$ cat src/rtl/fft_bfly_r2_pipe.sv
// ---------------------------------------------------------------------------
// fft_bfly_r2_pipe
//   Streaming radix-2 decimation-in-time butterfly with a 3-stage pipeline:
//     out0 = a + w*b,  out1 = a - w*b
//   S1 registers the four partial products, S2 the rounded complex product,
//   S3 (output register) the scaled or saturated sum/difference.
//   A single stall signal (out_valid & ~out_ready) freezes every stage, so
//   bubbles travel with the data and are never squeezed out.
//
// Ports
//   clk, rst              clock, asynchronous active-high reset
//   in_valid / in_ready   input handshake (in_ready = ~stall)
//   a_re..b_im            signed DATA_W operands
//   w_re, w_im            signed TW_W twiddle, +1.0 = 2^(TW_W-2)
//   out_valid / out_ready output handshake
//   o0_re..o1_im          a+w*b and a-w*b, signed DATA_W
//   out_last              final butterfly of an N_BFLY-beat frame
//   ovf_sticky / ovf_clr  saturation flag and its synchronous clear
// ---------------------------------------------------------------------------
module fft_bfly_r2_pipe #(
  parameter int DATA_W = 16,
  parameter int TW_W   = 16,
  parameter int SCALE  = 0,
  parameter int N_BFLY = 8
) (
  input  logic                     clk,
  input  logic                     rst,
  input  logic                     in_valid,
  output logic                     in_ready,
  input  logic signed [DATA_W-1:0] a_re,
  input  logic signed [DATA_W-1:0] a_im,
  input  logic signed [DATA_W-1:0] b_re,
  input  logic signed [DATA_W-1:0] b_im,
  input  logic signed [TW_W-1:0]   w_re,
  input  logic signed [TW_W-1:0]   w_im,
  output logic                     out_valid,
  input  logic                     out_ready,
  output logic signed [DATA_W-1:0] o0_re,
  output logic signed [DATA_W-1:0] o0_im,
  output logic signed [DATA_W-1:0] o1_re,
  output logic signed [DATA_W-1:0] o1_im,
  output logic                     out_last,
  output logic                     ovf_sticky,
  input  logic                     ovf_clr
);

  localparam int PW    = DATA_W + TW_W;   // full product width
  localparam int RW    = DATA_W + 1;      // rounded product width
  localparam int SW    = DATA_W + 2;      // sum/difference width
  localparam int CNT_W = (N_BFLY > 1) ? $clog2(N_BFLY) : 1;

  localparam logic signed [PW:0]       RND   = (PW+1)'(1) << (TW_W - 3);
  localparam logic signed [DATA_W-1:0] SAT_MAX = {1'b0, {(DATA_W-1){1'b1}}};
  localparam logic signed [DATA_W-1:0] SAT_MIN = {1'b1, {(DATA_W-1){1'b0}}};
  localparam logic [CNT_W-1:0]         CNT_LAST = CNT_W'(N_BFLY - 1);

  // -------------------------------------------------------------------------
  // Handshake
  // -------------------------------------------------------------------------
  logic stall;
  logic adv;

  assign stall    = out_valid & ~out_ready;
  assign adv      = ~stall;
  assign in_ready = adv;

  // -------------------------------------------------------------------------
  // S1: delayed a and the four partial products
  // -------------------------------------------------------------------------
  logic                     v1_reg;
  logic signed [DATA_W-1:0] a1_reg [2];
  logic signed [PW-1:0]     rr_reg, ii_reg, ri_reg, ir_reg;

  logic signed [PW-1:0] rr_next, ii_next, ri_next, ir_next;

  assign rr_next = b_re * w_re;
  assign ii_next = b_im * w_im;
  assign ri_next = b_re * w_im;
  assign ir_next = b_im * w_re;

  always_ff @(posedge clk or posedge rst) begin
    if (rst) begin
      v1_reg    <= 1'b0;
      a1_reg[0] <= '0;
      a1_reg[1] <= '0;
      rr_reg    <= '0;
      ii_reg    <= '0;
      ri_reg    <= '0;
      ir_reg    <= '0;
    end else if (adv) begin
      // in_ready == adv, so in_valid alone marks an accepted beat here
      v1_reg    <= in_valid;
      a1_reg[0] <= a_re;
      a1_reg[1] <= a_im;
      rr_reg    <= rr_next;
      ii_reg    <= ii_next;
      ri_reg    <= ri_next;
      ir_reg    <= ir_next;
    end
  end

  // -------------------------------------------------------------------------
  // S2: complex product, rounded half up back to the data scale.
  // One guard bit above PW absorbs the sum of two full-scale products.
  // -------------------------------------------------------------------------
  logic                     v2_reg;
  logic signed [DATA_W-1:0] a2_reg [2];
  logic signed [RW-1:0]     p2_reg [2];

  logic signed [PW:0] pre_re, pre_im;

  assign pre_re = {rr_reg[PW-1], rr_reg} - {ii_reg[PW-1], ii_reg} + RND;
  assign pre_im = {ri_reg[PW-1], ri_reg} + {ir_reg[PW-1], ir_reg} + RND;

  always_ff @(posedge clk or posedge rst) begin
    if (rst) begin
      v2_reg    <= 1'b0;
      a2_reg[0] <= '0;
      a2_reg[1] <= '0;
      p2_reg[0] <= '0;
      p2_reg[1] <= '0;
    end else if (adv) begin
      v2_reg    <= v1_reg;
      a2_reg[0] <= a1_reg[0];
      a2_reg[1] <= a1_reg[1];
      // arithmetic shift by TW_W-2 then keep RW bits == this slice
      p2_reg[0] <= pre_re[TW_W-2 +: RW];
      p2_reg[1] <= pre_im[TW_W-2 +: RW];
    end
  end

  // -------------------------------------------------------------------------
  // S3: a +/- p, then halve or clamp. Component order: o0_re, o0_im,
  // o1_re, o1_im; even index = real part, indices 2/3 take the difference.
  // -------------------------------------------------------------------------
  logic                     v3_reg;
  logic signed [DATA_W-1:0] o_reg   [4];
  logic signed [DATA_W-1:0] s3_next [4];
  logic [3:0]               s3_ovf;

  genvar gi;
  generate
    for (gi = 0; gi < 4; gi++) begin : g_comp
      localparam int C = gi % 2;
      logic signed [SW-1:0] a_x;
      logic signed [SW-1:0] p_x;
      logic signed [SW-1:0] pre;

      assign a_x = {{2{a2_reg[C][DATA_W-1]}}, a2_reg[C]};
      assign p_x = {p2_reg[C][RW-1], p2_reg[C]};

      if (gi < 2) begin : g_add
        assign pre = a_x + p_x;
      end else begin : g_sub
        assign pre = a_x - p_x;
      end

      if (SCALE != 0) begin : g_scale
        assign s3_next[gi] = pre[DATA_W:1];
        assign s3_ovf[gi]  = 1'b0;
      end else begin : g_sat
        // in range only when the bits from the DATA_W-1 sign position up agree
        assign s3_ovf[gi]  = ~((&pre[SW-1:DATA_W-1]) | ~(|pre[SW-1:DATA_W-1]));
        assign s3_next[gi] = s3_ovf[gi] ? (pre[SW-1] ? SAT_MIN : SAT_MAX)
                                        : pre[DATA_W-1:0];
      end
    end
  endgenerate

  always_ff @(posedge clk or posedge rst) begin
    if (rst) begin
      v3_reg <= 1'b0;
      for (int i = 0; i < 4; i++) o_reg[i] <= '0;
    end else if (adv) begin
      v3_reg <= v2_reg;
      for (int i = 0; i < 4; i++) o_reg[i] <= s3_next[i];
    end
  end

  assign out_valid = v3_reg;
  assign o0_re     = o_reg[0];
  assign o0_im     = o_reg[1];
  assign o1_re     = o_reg[2];
  assign o1_im     = o_reg[3];

  // -------------------------------------------------------------------------
  // Sticky overflow: a new clamp on a valid beat entering S3 beats the clear
  // -------------------------------------------------------------------------
  logic ovf_reg;

  always_ff @(posedge clk or posedge rst) begin
    if (rst) begin
      ovf_reg <= 1'b0;
    end else if (adv && v2_reg && (|s3_ovf)) begin
      ovf_reg <= 1'b1;
    end else if (ovf_clr) begin
      ovf_reg <= 1'b0;
    end
  end

  assign ovf_sticky = ovf_reg;

  // -------------------------------------------------------------------------
  // Frame position, advanced by completed output transfers only
  // -------------------------------------------------------------------------
  logic [CNT_W-1:0] cnt_reg;

  always_ff @(posedge clk or posedge rst) begin
    if (rst) begin
      cnt_reg <= '0;
    end else if (out_valid && out_ready) begin
      cnt_reg <= (cnt_reg == CNT_LAST) ? '0 : cnt_reg + 1'b1;
    end
  end

  assign out_last = out_valid & (cnt_reg == CNT_LAST);

endmodule

$ cat config.mk
export PLATFORM = sky130hd
export DESIGN_NAME = fft_bfly_r2_pipe
export DESIGN_NICKNAME = d
export VERILOG_FILES = /design/src/rtl/fft_bfly_r2_pipe.sv
export SDC_FILE = /design/constraint.sdc
export NUM_CORES = 2
export LEC_CHECK = 0
export CAP_MARGIN = 10
export CORE_MARGIN = 3
export CORE_UTILIZATION = 40
export CTS_BUF_LIST = sky130_fd_sc_hd__clkbuf_4
export CTS_CLUSTER_SIZE = 24
export DETAILED_ROUTE_END_ITERATION = 10
export HOLD_SLACK_MARGIN = 0.02
export PLACE_DENSITY = 0.55
export SLEW_MARGIN = 20
export SYNTH_ARGS = -nofsm -noshare
export SYNTH_HDL_FRONTEND = slang
export SYNTH_SLANG_ARGS = --single-unit
$ cat constraint.sdc
create_clock -name clk -period 13.4 [get_ports clk]
set_clock_uncertainty 0.2 [all_clocks]
set_input_delay 2.01 -clock clk [delete_from_list [all_inputs] [get_ports clk]]
set_output_delay 2.01 -clock clk [all_outputs]
set_load 0.05 [all_outputs]
Word level (Yosys, flattened, before mapping)
Cells that the tools add are included.
{ "word_totals": {"reg_bits": 293, "latchBits": 0, "mem_bits_rw": 0, "romBits": 0, "input_bits": 101, "output_inout_bits": 68, "n_memories": 0} }
{ "classes": {"n_addsub": 9, "mul": 4, "n_div": 0, "order_cmp": 0, "eq_ne": 1, "shift": 0, "n_mux": 11, "bitwise": 16, "n_reduce_logical": 13} }
{ "op_table": {"columns": ["operator", "count"], "rows": [
  ["$mux 16", 8],
  ["$mul 16x16->31", 4],
  ["$add 31x14->31 const B", 2],
  ["$add 16x17->18", 2],
  ["$sub 16x17->18", 2],
  ["$add 31x31->31", 1],
  ["$sub 31x31->31", 1],
  ["$reduce_and 3->1", 4],
  ["$reduce_or 3->1", 4],
  ["$not 1->1", 10],
  ["$or 1x1->1", 4],
  ["$reduce_or 4->1", 1],
  ["$add 3x1->3 const B", 1],
  ["$eq 3x3->1 const B", 1],
  ["$logic_and 1x1->1", 3],
  ["$mux 3", 1],
  ["$and 1x1->1", 2],
  ["$mux 1", 2],
  ["$reduce_bool 2->1", 1]
]} }

Longest topological paths before layout
{ "logic_depth": {"depth_word": 8, "depth_mapped": 25, "depth_no_buf": 24} }

Worst setup path after synthesis
Ideal clock, no wire load.
{ "synth_timing": {"path_type": "input to register", "from": "input b_re[10]", "to": "register rr_reg[30]", "setup_time_ns": 0.130, "arrival_ns": 7.876, "required_ns": 13.070, "setup_slack_ns": 5.194, "stages": 20, "n_path_buf": 1, "cell_sequence": "clkbuf_1 > nand2_1 > fa_1 > fa_1 > fa_1 > fa_1 > inv_1 > fa_1 > fa_1 > ha_1 > a21o_1 > o21bai_1 > and4_1 > a221o_1 > a311oi_1 > o21ai_1 > o41a_1 > a311oi_2 > nor4b_1 > nor3_1"} }
{ "synth_via": {"elab_chain_len": 1} }
{ "synth_rtl": {"columns": ["item", "line_no", "source"], "rows": [
  ["start: declaration", "32", "input logic signed [DATA_W-1:0] b_re,"],
  ["$mul 16x16->31", "76", "assign rr_next = b_re * w_re;"],
  ["end signal: assignment", "95", "rr_reg <= rr_next;"],
  ["end: declaration", "72", "logic signed [PW-1:0] rr_reg, ii_reg, ri_reg, ir_reg;"]
]} }
Every way passes these cells.
A chain may end at the register's enable or synchronous reset.

Final worst setup path
{ "layout_timing": {"from": "input b_im[7]", "to": "register ir_reg[27]"} }
{ "layout_via": {"elab_chain_len": 1} }
{ "layout_rtl": {"columns": ["item", "line_no", "source"], "rows": [
  ["start: declaration", "33", "input logic signed [DATA_W-1:0] b_im,"],
  ["$mul 16x16->31", "79", "assign ir_next = b_im * w_re;"],
  ["end signal: assignment", "98", "ir_reg <= ir_next;"],
  ["end: declaration", "72", null]
]} }
Every way passes these cells.

==> results.md <==
* Cell Rows at 135
* CTS Root Cell: clkbuf_4
* Full die area at 143,000 µm²
* CP cell instances: clkdlybuf4s50_1 -> buf_4 -> and2_1 -> fa_1 -> inv_1 -> fa_1 -> fa_1 -> fa_1 -> inv_1 -> fa_1 -> inv_1 -> fa_1 -> inv_1 -> ha_1 -> a2111oi_0 -> o211ai_1 -> a21boi_1 -> a2bb2oi_1 -> a211oi_1 -> nor3_1 -> xnor2_1 -> mux2_2
* DRC at 0
* Vias in the first global route at 42.4k
* Post-CTS sizing at 0
* Max-slew violations at 0
* EDFF count, synth at 0
* Crit. End Element: flop
* H-tree depth at 3
* Family with the most delay on the worst path: adder cells
* Final count of negative-setup-slack endpoints at 0
* Met1 usage at 31.4%
* Worst slew pin tran at 992 ps
* GRT Total Usage at 21.4%
* Die W at 378 µm
* Dpl ws at 3720 ps
* Syn Area/Cell at 8.97 µm²
* Via/cell ratio at 5.05
* Yosys top cell area share at 37.3%
* Cell mode on critical path: fa_1
* Wire length per cell at 18.3 µm
* Final WS setup at 4490 ps
* GRT met3 Usage at 2.50%
* P&R area growth vs syn at 8.16%
* Wire length of the first global-routing pass at 240 mm
* CTS tree: done
* IO Pins at 169
* Worst Path Arrival at 9470 ps
* Mapped Area at 55,200 µm²
* Nets at 7,834
* Area leader, netlist: fa_1
* Detail Route Antenna Nets at 0
* Crit-path slowest cell: clkdlybuf4s50_1
* Syn nets at 7,789
* Max reg flops at 34
* Slowest Stage Delay on Critical Path at 850 ps
* Post-CTS setup buffer count at 0
* Max Cap Viol at 0
* Vias at 40.6k
* Final estimated routing congestion in global placement at 0.862
* Adder-cell share of the synthesized area at 48.7%
* CTS Buf Count at 91
* Initial antenna violation count at 6
* Fillcell total at 13.6k
* Largest family of logic cells by synthesized area: adder cells
* Share of layout cells above drive strength 1 at 4.04%
* Setup_tns at 0 ps
* DP HPWL at 113 mm
* Fin crit share at 66.5%
* Layer with the highest usage: met2
* #FFs+latches synth at 293
* Clock period minus worst slack at 8910 ps
* Worst path bufs/invs at 6
* Cells after Synth at 6,156
* Simple-gate area share of the yosys netlist at 16.1%
* FMAX at 112 MHz
* Critical path class: in2reg
* Port bufs at 168
* Clock Latency Late Sink at 980 ps
* DRT iter0 DRCs at 2,485
* Max-slew headroom at 33.7%
* Critical Path RT at 13,960 ps
* CORE AREA at 136,000 µm²
* Multiplexer share of the synthesized area at 0.134%
* Crit Path Max Fanout at 18
* Remaining Overflow, GRT at 0
* Final hold vios at 0
* Post-synthesis sequential area ratio at 13.3%
* Largest net degree at the start of global routing at 139
* RSZ-0062 raised after global routing: no
* Die height at 378 µm
* WL final at 148 mm
* Main flop type after synthesis: dfrtp_1
* CTS sink count at 293
* Compound-Gate Fraction of Synth Area at 7.84%
* XOR/XNOR share of the synthesized area at 3.47%
* Hold Path Class: reg2reg
* Status: finished, final reports clean
* List of most frequent post-synthesis cells: 1,237 x inv_1, 1,028 x fa_1, 911 x nand2_1, 504 x ha_1, 480 x and2_1
* Initial core utilization at 40.5%
* Cts-stage hold buffer count at 0
* Post-synth ARST share at 100%
* Synth warn at 0
* R2r setup slk at 9180 ps
* Synth unique cells at 85
* Max clock buf depth at 3
* Crit start category: input port
* GRT met2 Usage at 33.9%
* Area contributors post-synth: fa_1 37%, dfrtp_1 13%, ha_1 11%
* Count leader, synth: inv_1
* Initial DRT Pass Iterations at 6
* Clock transition at path regs at 70 ps
cells by family after synthesis:
| logic type | count (synthesis) |
|---|---|
| AO/OA/AOI/OAI | 683 |
| flip-flops | 293 |
| AND/OR/NAND/NOR | 1893 |
| buffers and inverters | 1529 |
| adder cells (fa/ha/maj) | 1532 |
| XOR/XNOR | 219 |
| multiplexers | 7 |
per-stage QoR:
| step | std cells | utilization [%] | hold slack (ps) | area (µm²) |
|---|---|---|---|---|
| final | 8054 | 43.8 | 253 | 59700 |
| after CTS | 8048 | 43.8 | 255 | 59700 |
| after detailed placement | 7889 | 43.0 | 256 | 58600 |
| after global routing | 8049 | 43.8 | 286 | 59700 |
| after floorplan | 6156 | - | 239 | 55200 |
| after global placement | 7889 | 43.0 | 250 | 58500 |
worst paths after layout:
path                             from                 to  cells past startpoint
min in group asynchronous         rst           o0_re[0]                      2
hold / removal             a1_reg[13]         a2_reg[13]                      2
hold reg to reg            a1_reg[13]         a2_reg[13]                      2
max in group asynchronous         rst         a2_reg[28]                      3
setup reg to reg            ir_reg[6]  g_comp[1].p_x[15]                     12
setup / recovery              b_im[7]         ir_reg[27]                     22
per-layer routing:
metal  up-vias  routed length, µm
met2       915              66800
met5         -                  9
met4         2               3110
li1      18883                  -
met1     20712              70100
met3       137               7610
layout by cell type, fill, tap and decap left out, types with 7 or more instances in the layout:
cell type           n
nor2_1            244
a211o_1            12
o31ai_1            21
nand3_1            45
and3_1             16
nand2_1           911
buf_4              72
clkbuf_4          130
o211ai_1           15
o22a_1             15
o21a_1             27
nor2b_1            23
inv_1            1236
or2_2               7
or3_1              19
xnor2_1           157
o21ai_0           138
o21ai_1            21
clkdlybuf4s50_1   160
fa_1             1028
xor2_1             62
dfrtp_1           293
a211oi_1           21
nand4_1             8
a21o_1             46
clkinv_1           16
nor4_1             10
buf_2               8
a21oi_1           204
nor3_1             42
or4_1              10
o21bai_1           29
a31oi_1            52
o22ai_1             7
nand2b_1           52
ha_1              504
and2_1            480
cell type report:
cell class                      count  area, µm²  share of cell area (%)
Multi-Input combinational cell   4334      42100                    70.5
Sequential cell                   293       7330                    12.3
Inverter                         1240       4670                    7.82
Tap cell                         1781       2230                    3.73
Timing Repair Buffer              241       2200                    3.69
Clock buffer                      130        976                    1.63
Clock inverter                     29        165                   0.277
Antenna cell                        6       15.0                  0.0251
worst reg2reg max path, cell delays in order, from the launching register on:
cell	delay, ps
dfrtp_1	400
ha_1	290
ha_1	290
a21o_1	160
a2111oi_0	400
o22ai_1	180
o21a_1	260
a31o_1	260
a22oi_1	470
o31a_1	320
o221ai_1	220
xnor2_1	440
a21oi_1	130
Power is left out: the tool's default activity adds up to more than one toggle a clock period on the data nets, which glitch-free logic cannot reach.
